==> src/rtl/rc4_pkg.sv <==
// rc4_pkg: shared widths and types for the RC4 key-search datapath
package rc4_pkg;
  localparam int MSG_LEN = 32;
  localparam int MSG_ADDR_W = 5;
  localparam int BYTE_W = 8;
  typedef logic [BYTE_W-1:0] byte_t;
endpackage

==> src/rtl/rr_arbiter.sv <==
// rr_arbiter: combinational round-robin arbiter, search starts just after ptr
module rr_arbiter #(
  parameter int N = 4
) (
  input  logic [N-1:0]         req,
  input  logic [$clog2(N)-1:0] ptr,
  output logic [N-1:0]         gnt,
  output logic [$clog2(N)-1:0] gnt_idx
);
  localparam int W = $clog2(N);
  logic found;
  logic [W-1:0] idx;
  always_comb begin
    gnt = '0;
    gnt_idx = '0;
    found = 1'b0;
    idx = '0;
    for (int i = 1; i <= N; i++) begin
      idx = W'((int'(ptr) + i) % N);
      if (!found && req[idx]) begin
        found = 1'b1;
        gnt[idx] = 1'b1;
        gnt_idx = idx;
      end
    end
  end
endmodule

==> src/rtl/msg_rom_arbiter.sv <==
// msg_rom_arbiter: round-robin sharing of the message ROM read port, tagged broadcast read data
module msg_rom_arbiter
  import rc4_pkg::*;
#(
  parameter int N_REQ = 4,
  parameter int ADDR_W = MSG_ADDR_W,
  parameter int DATA_W = BYTE_W,
  parameter int ROM_LAT = 1
) (
  input  logic                    clk,
  input  logic                    reset,
  input  logic [N_REQ-1:0]        req,
  input  logic [N_REQ*ADDR_W-1:0] req_addr,
  output logic [N_REQ-1:0]        gnt,
  output logic [ADDR_W-1:0]       rom_address,
  input  logic [DATA_W-1:0]       rom_q,
  output logic [DATA_W-1:0]       rdata,
  output logic [N_REQ-1:0]        rdata_valid,
  output logic                    busy
);
  localparam int PW = $clog2(N_REQ);
  logic [PW-1:0] ptr, gnt_idx;
  logic [N_REQ-1:0] arb_gnt;
  logic [ADDR_W-1:0] last_addr;
  // one-hot owner per stage; all-zero marks an empty slot
  logic [ROM_LAT-1:0][N_REQ-1:0] tags;
  rr_arbiter #(.N(N_REQ)) u_arb (.req(req), .ptr(ptr), .gnt(arb_gnt), .gnt_idx(gnt_idx));
  always_comb begin
    gnt = reset ? '0 : arb_gnt;
    rom_address = |gnt ? req_addr[int'(gnt_idx)*ADDR_W +: ADDR_W] : last_addr;
    rdata = rom_q;
    rdata_valid = reset ? '0 : tags[ROM_LAT-1];
    busy = |req || |tags;
  end
  always_ff @(posedge clk) begin
    if (reset) begin
      ptr <= PW'(N_REQ - 1);
      last_addr <= '0;
      tags <= '0;
    end else begin
      if (|gnt) begin
        ptr <= gnt_idx;
        last_addr <= rom_address;
      end
      tags[0] <= gnt;
      for (int i = 1; i < ROM_LAT; i++) tags[i] <= tags[i-1];
    end
  end
endmodule
==> config.mk <==
export PLATFORM = sky130hd
export DESIGN_NAME = msg_rom_arbiter
export DESIGN_NICKNAME = d
export VERILOG_FILES = /design/src/rtl/rc4_pkg.sv /design/src/rtl/rr_arbiter.sv /design/src/rtl/msg_rom_arbiter.sv
export SDC_FILE = /design/constraint.sdc
export NUM_CORES = 1
export LEC_CHECK = 0
export CAP_MARGIN = 30
export CORE_UTILIZATION = 45
export CTS_BUF_LIST = sky130_fd_sc_hd__clkbuf_8 sky130_fd_sc_hd__clkbuf_16
export DETAILED_ROUTE_END_ITERATION = 8
export PLACE_DENSITY = 0.81
export RECOVER_POWER = 25
export SYNTH_ARGS = -nofsm -noshare
export SYNTH_HDL_FRONTEND = slang
export SYNTH_SLANG_ARGS = --single-unit
==> constraint.sdc <==
create_clock -name clk -period 5.85 [get_ports clk]
set_input_delay 1.755 -clock clk [delete_from_list [all_inputs] [get_ports clk]]
set_output_delay 1.755 -clock clk [all_outputs]
set_load 0.05 [all_outputs]
-- Word-level counts from Yosys, hierarchy flattened
Cells that the tools add are included.
- shift-type cells: 1
- muxes and demuxes: 30
- reductions and logical operators: 14
- $lt $le $gt $ge: 8
- multiply operators: 1
- bitwise logic cells: 3
- add/sub/neg operators: 4
- operators by type and width (operator ; number):
    4-bit 2-to-1 mux ; 6
    20-bit by 6-bit indexed part select with 5-bit output ; 1
    2-bit by 3-bit < comparator with 1-bit output (second input constant) ; 4
    4-bit OR ; 3
    4-bit OR reduction ; 3
    1-bit 2-to-1 mux ; 11
    1-bit binary-select mux with 2-bit select ; 4
    1-bit demux with 2-bit select ; 4
    2-bit by 1-bit greater-or-equal comparator with 1-bit output (second input constant) ; 4
    2-bit 2-to-1 mux ; 4
    1-bit logical AND ; 7
    2-bit by 3-bit multiplier with 5-bit output (second input constant) ; 1
    5-bit 2-to-1 mux ; 1
    2-bit by 1-bit adder with 2-bit output (second input constant) ; 2
    2-bit adder (second input constant) ; 2
    1-bit zero test ; 3
    1-bit logical OR ; 1
- word-level logic and storage cells: 64
- bits in registers: 11
- output and inout port bits: 22
- input bits: 34

-- Depth between registers and ports, before layout
- depth after elaboration: 16
- gate-level depth with buffers: 12
- gate-level depth less buffers: 8

-- Modules after synthesis
A second synthesis with hierarchy kept.
- cell total of the unflattened synthesis: 140
- area total of the unflattened synthesis: 1275.0 µm²
- modules (own cells, without submodules) (module ; sequential area each (µm²) ; times used ; cells an instance ; area each (µm²)):
    msg_rom_arbiter ; 220.2 ; 1 ; 72 ; 729.4
    rr_arbiter ; 0.0 ; 1 ; 68 ; 545.5

-- Least setup slack after synthesis
Ideal clock, no wire load.
- path kind: input -> output
- start: input port req[1]
- end: output port rom_address[0]
- slack: -0.018 ns
- buffers on the path: 1
- stages: 7
- required time: 4.095 ns
- arrival: 4.113 ns
- cell sequence: mux4_2 > buf_6 > nor3b_1 > o22ai_1 > and4_1 > a21oi_4 > mux2i_1
- longest elaborated chain between the ends: 15
- elaborated cells between the ends (all ways): 33
- those cells by class: mul: 1; shift: 1; mux: 21; bitwise: 3; reduce/logical: 7
- RTL lines (element ; RTL line ; RTL):
    start, declared ; msg_rom_arbiter.sv:12 ; input logic [N_REQ-1:0] req,
    1-bit binary-select mux with 2-bit select ; rr_arbiter.sv:20 ; if (!found && req[idx]) begin
    1-bit 2-to-1 mux (implied by the code) ; rr_arbiter.sv:20 ;
    1-bit 2-to-1 mux ; rr_arbiter.sv:20 ;
    1-bit zero test ; rr_arbiter.sv:20 ;
    1-bit logical AND ; rr_arbiter.sv:20 ;
    1-bit 2-to-1 mux ; rr_arbiter.sv:20 ;
    1-bit zero test ; rr_arbiter.sv:20 ;
    1-bit logical AND ; rr_arbiter.sv:20 ;
    1-bit 2-to-1 mux ; rr_arbiter.sv:20 ;
    1-bit zero test ; rr_arbiter.sv:20 ;
    1-bit logical AND ; rr_arbiter.sv:20 ;
    2-bit 2-to-1 mux / 4-bit 2-to-1 mux (equally long branches) ; rr_arbiter.sv:20 ;
    2-bit by 3-bit multiplier with 5-bit output / 4-bit 2-to-1 mux (equally long branches) ; msg_rom_arbiter.sv:30, msg_rom_arbiter.sv:29 ;
    20-bit by 6-bit indexed part select with 5-bit output / 4-bit OR reduction (equally long branches) ; msg_rom_arbiter.sv:30 ; rom_address = |gnt ? req_addr[int'(gnt_idx)*ADDR_W +: ADDR_W] : last_addr;
    5-bit 2-to-1 mux * ; msg_rom_arbiter.sv:30 ;
    end, declared ; msg_rom_arbiter.sv:15 ; output logic [ADDR_W-1:0] rom_address,
Mark *: on every way between the ends. The rest lies on a longest branch, timed or not. The select of a mux whose other input is x is not followed.

-- Worst setup path after layout
- start: input port req[3]
- end: output port rom_address[1]
Same word-level chain as after synthesis.

==> flow_summary.ini <==
[yosys]
ys_ff_latch = 11
synthArstFlopShare_pct = 0
synth_fp_nets = 221
yosys-top-cells-area = dfxtp_1, mux2i_1, ha_1, a22o_1, a311oi_1
synthDistinctLibCells = 50
synthCells = 179
yosys.area.top_type = dfxtp_1
yosysTopAreaCellShare_pct = 14.50
yosysWarnings = 0
ys_seq_area_share_pct = 14.50
ys.flop_type = dfxtp_1
syn-cell-area_um2 = 1519
synth.avg_cell_area_um2 = 8.486
synth_edf_count = 0

[detailed_routing]
drt_pass1_iterations = 4
wl_um = 5962
wl_per_cell_um = 20.92
drc = 0
ant_nets = 0
vias = 1843
drt_iter0_markers = 139
viasPerCell = 6.467

[worst_setup_path]
critPathRequiredTime_ns = 4.09
end_kind = primary output
worstSetupPathType = primary input to primary output
arrival_ns = 4.07
cp-start-kind = primary input
crit_fanout = 7

[finish]
final_area_um2 = 2552
nets = 284
finish.utilization_pct = 81.60
fin_cells = 285
drive_gt1_share_pct = 37.34
layout_commonest_cell = buf_4
syn_to_final_growth_pct = 68.04
n_antenna_cell = 0
layout_common_cells = buf_4, clkdlybuf4s50_1, a21oi_1

[pwr]
p_total_mw = 1.844
peakVddDrop_uv = 661.8
p_leak_nw = 1.007
p_per_area_nw_per_um2 = 722.4

[timing]
slew_violations = 0
relSlewSlack_pct = 48.79
holdWs_ns = 0.5505
tightest_slew_ns = 0.7601
fin_crit_sh_pct = 99.66
setup_ws_ns = 0.02009
layout_min_cycle_time_ns = 5.830
skew_ns = 0.002279
setup_viol = 0
final-hold-violation-count = 0
setup_tns_ns = 0
fmax_mhz = 171.5

[clock_tree]
cts.sinks = 11
clkSlewWorstSetupHoldPaths_ns = 0.05
cts_buffer_depth = 2
cts_made_buffers = 3
cts_max_level = 1
cts_tree = done
clk_latency_ns = 0.25
holdBufCountCts = 0
cts_root_buf = clkbuf_8

[grt]
grt_pass1_vias = 1917
overflow = 0
antenna_found_initial = 0
grt_max_degree = 24
grt_usage_pct = 35.65
grt_first_pass_wirelength_um = 9577

[floorplan]
initial_core_util_pct = 48.56
top_level_ports = 56
core_area_um2 = 3128
die_w_um = 60.10
dieArea_um2 = 3612
rows = 20
die_h_um = 60.10

[placed_design]
portBuffers = 39
placed_cells = 269
gp_congestion = 0.8525
dp_hpwl_um = 3530
place_area_um2 = 2181
pre_cts_ws_ns = -0.3119

[run_status]
status = finished clean

[min_path]
hold_class = register to register

[flow_run]
drv_cap = 0
-- power by group --
part	internal (mW)	switching (mW)	leakage, nW	total, mW
combinational	0.792	0.837	0.888	1.63
clock	0.0462	0.0307	0.0269	0.0769
sequential	0.111	0.0259	0.0915	0.137
-- worst max-delay path: stages --
cell and delay [ns]:
buf_2 0.14, mux4_2 0.50, buf_6 0.15, buf_16 0.13, a311oi_4 0.38, buf_4 0.20, buf_16 0.11, mux2i_1 0.21
o22a_1 0.24, mux2i_4 0.10, buf_12 0.15
-- kinds of logic (layout without fill, tap and decap cells) --
kind of cell,Yosys count,after routing,synth area share (%)
mux,16,16,13.10
simple gates,41,41,17.05
compound gates,71,72,37.23
fa+ha+maj,8,8,6.590
flops,11,11,14.50
buf+inv,32,93,11.53
-- path summary, 6_finish.rpt --
check                                          startpoint                   endpoint  slack [ns]  cells after the start
worst max-delay path                               req[3]             rom_address[1]        0.02                     11
worst min-delay path            last_addr[3]$_SDFFE_PP0P_  last_addr[3]$_SDFFE_PP0P_        0.55                      2
worst max register to register        ptr[1]$_SDFFE_PP1P_        ptr[0]$_SDFFE_PP1P_        2.41                      9
worst min register to register  last_addr[3]$_SDFFE_PP0P_  last_addr[3]$_SDFFE_PP0P_        0.55                      2
-- final cells by class --
class                   count  area, µm²
fillers                   180      575.6
inverters                  11      41.29
repair buffers             78      863.3
clock inverters             1      3.754
flip-flops and latches     11      220.2
multi-input cells         137       1328
clock buffers               3      41.29
well taps                  44      55.05
-- synth_stat cells (all sizes together) (2+ instances only) --
master,number
o22a,5
mux2i,12
a311oi,11
buf,17
clkbuf,4
mux4,3
dfxtp,11
o31ai,5
or3b,6
o21ai,5
nor3b,5
nor2b,5
a22o,10
nand2,6
ha,8
a21oi,18
nor2,6
nand3b,2
a21o,3
inv,11
o22ai,4
-- per-layer routing --
layer | part of all wire (%) | vias to the layer above | GRT usage [%]
met4 | 4.3 | 0 | 20.27
met3 | 5.3 | 33 | 5.628
met1 | 39 | 886 | 40.45
met5 | 0 | - | 0
met2 | 52 | 101 | 62.48
li1 | - | 823 | -
-- flip-flops by register name, indices dropped and copies added, names as in the netlist --
name	cells
last_addr	5
tags	4
ptr	2
-- timing repair --
action,4_1_cts,5_1_grt
setup buffers,8,2
cloned,3,0
resized for setup,33,18
setup endpoints to repair,5,5
pin swaps,20,3
(Power assumes the default switching activity.)
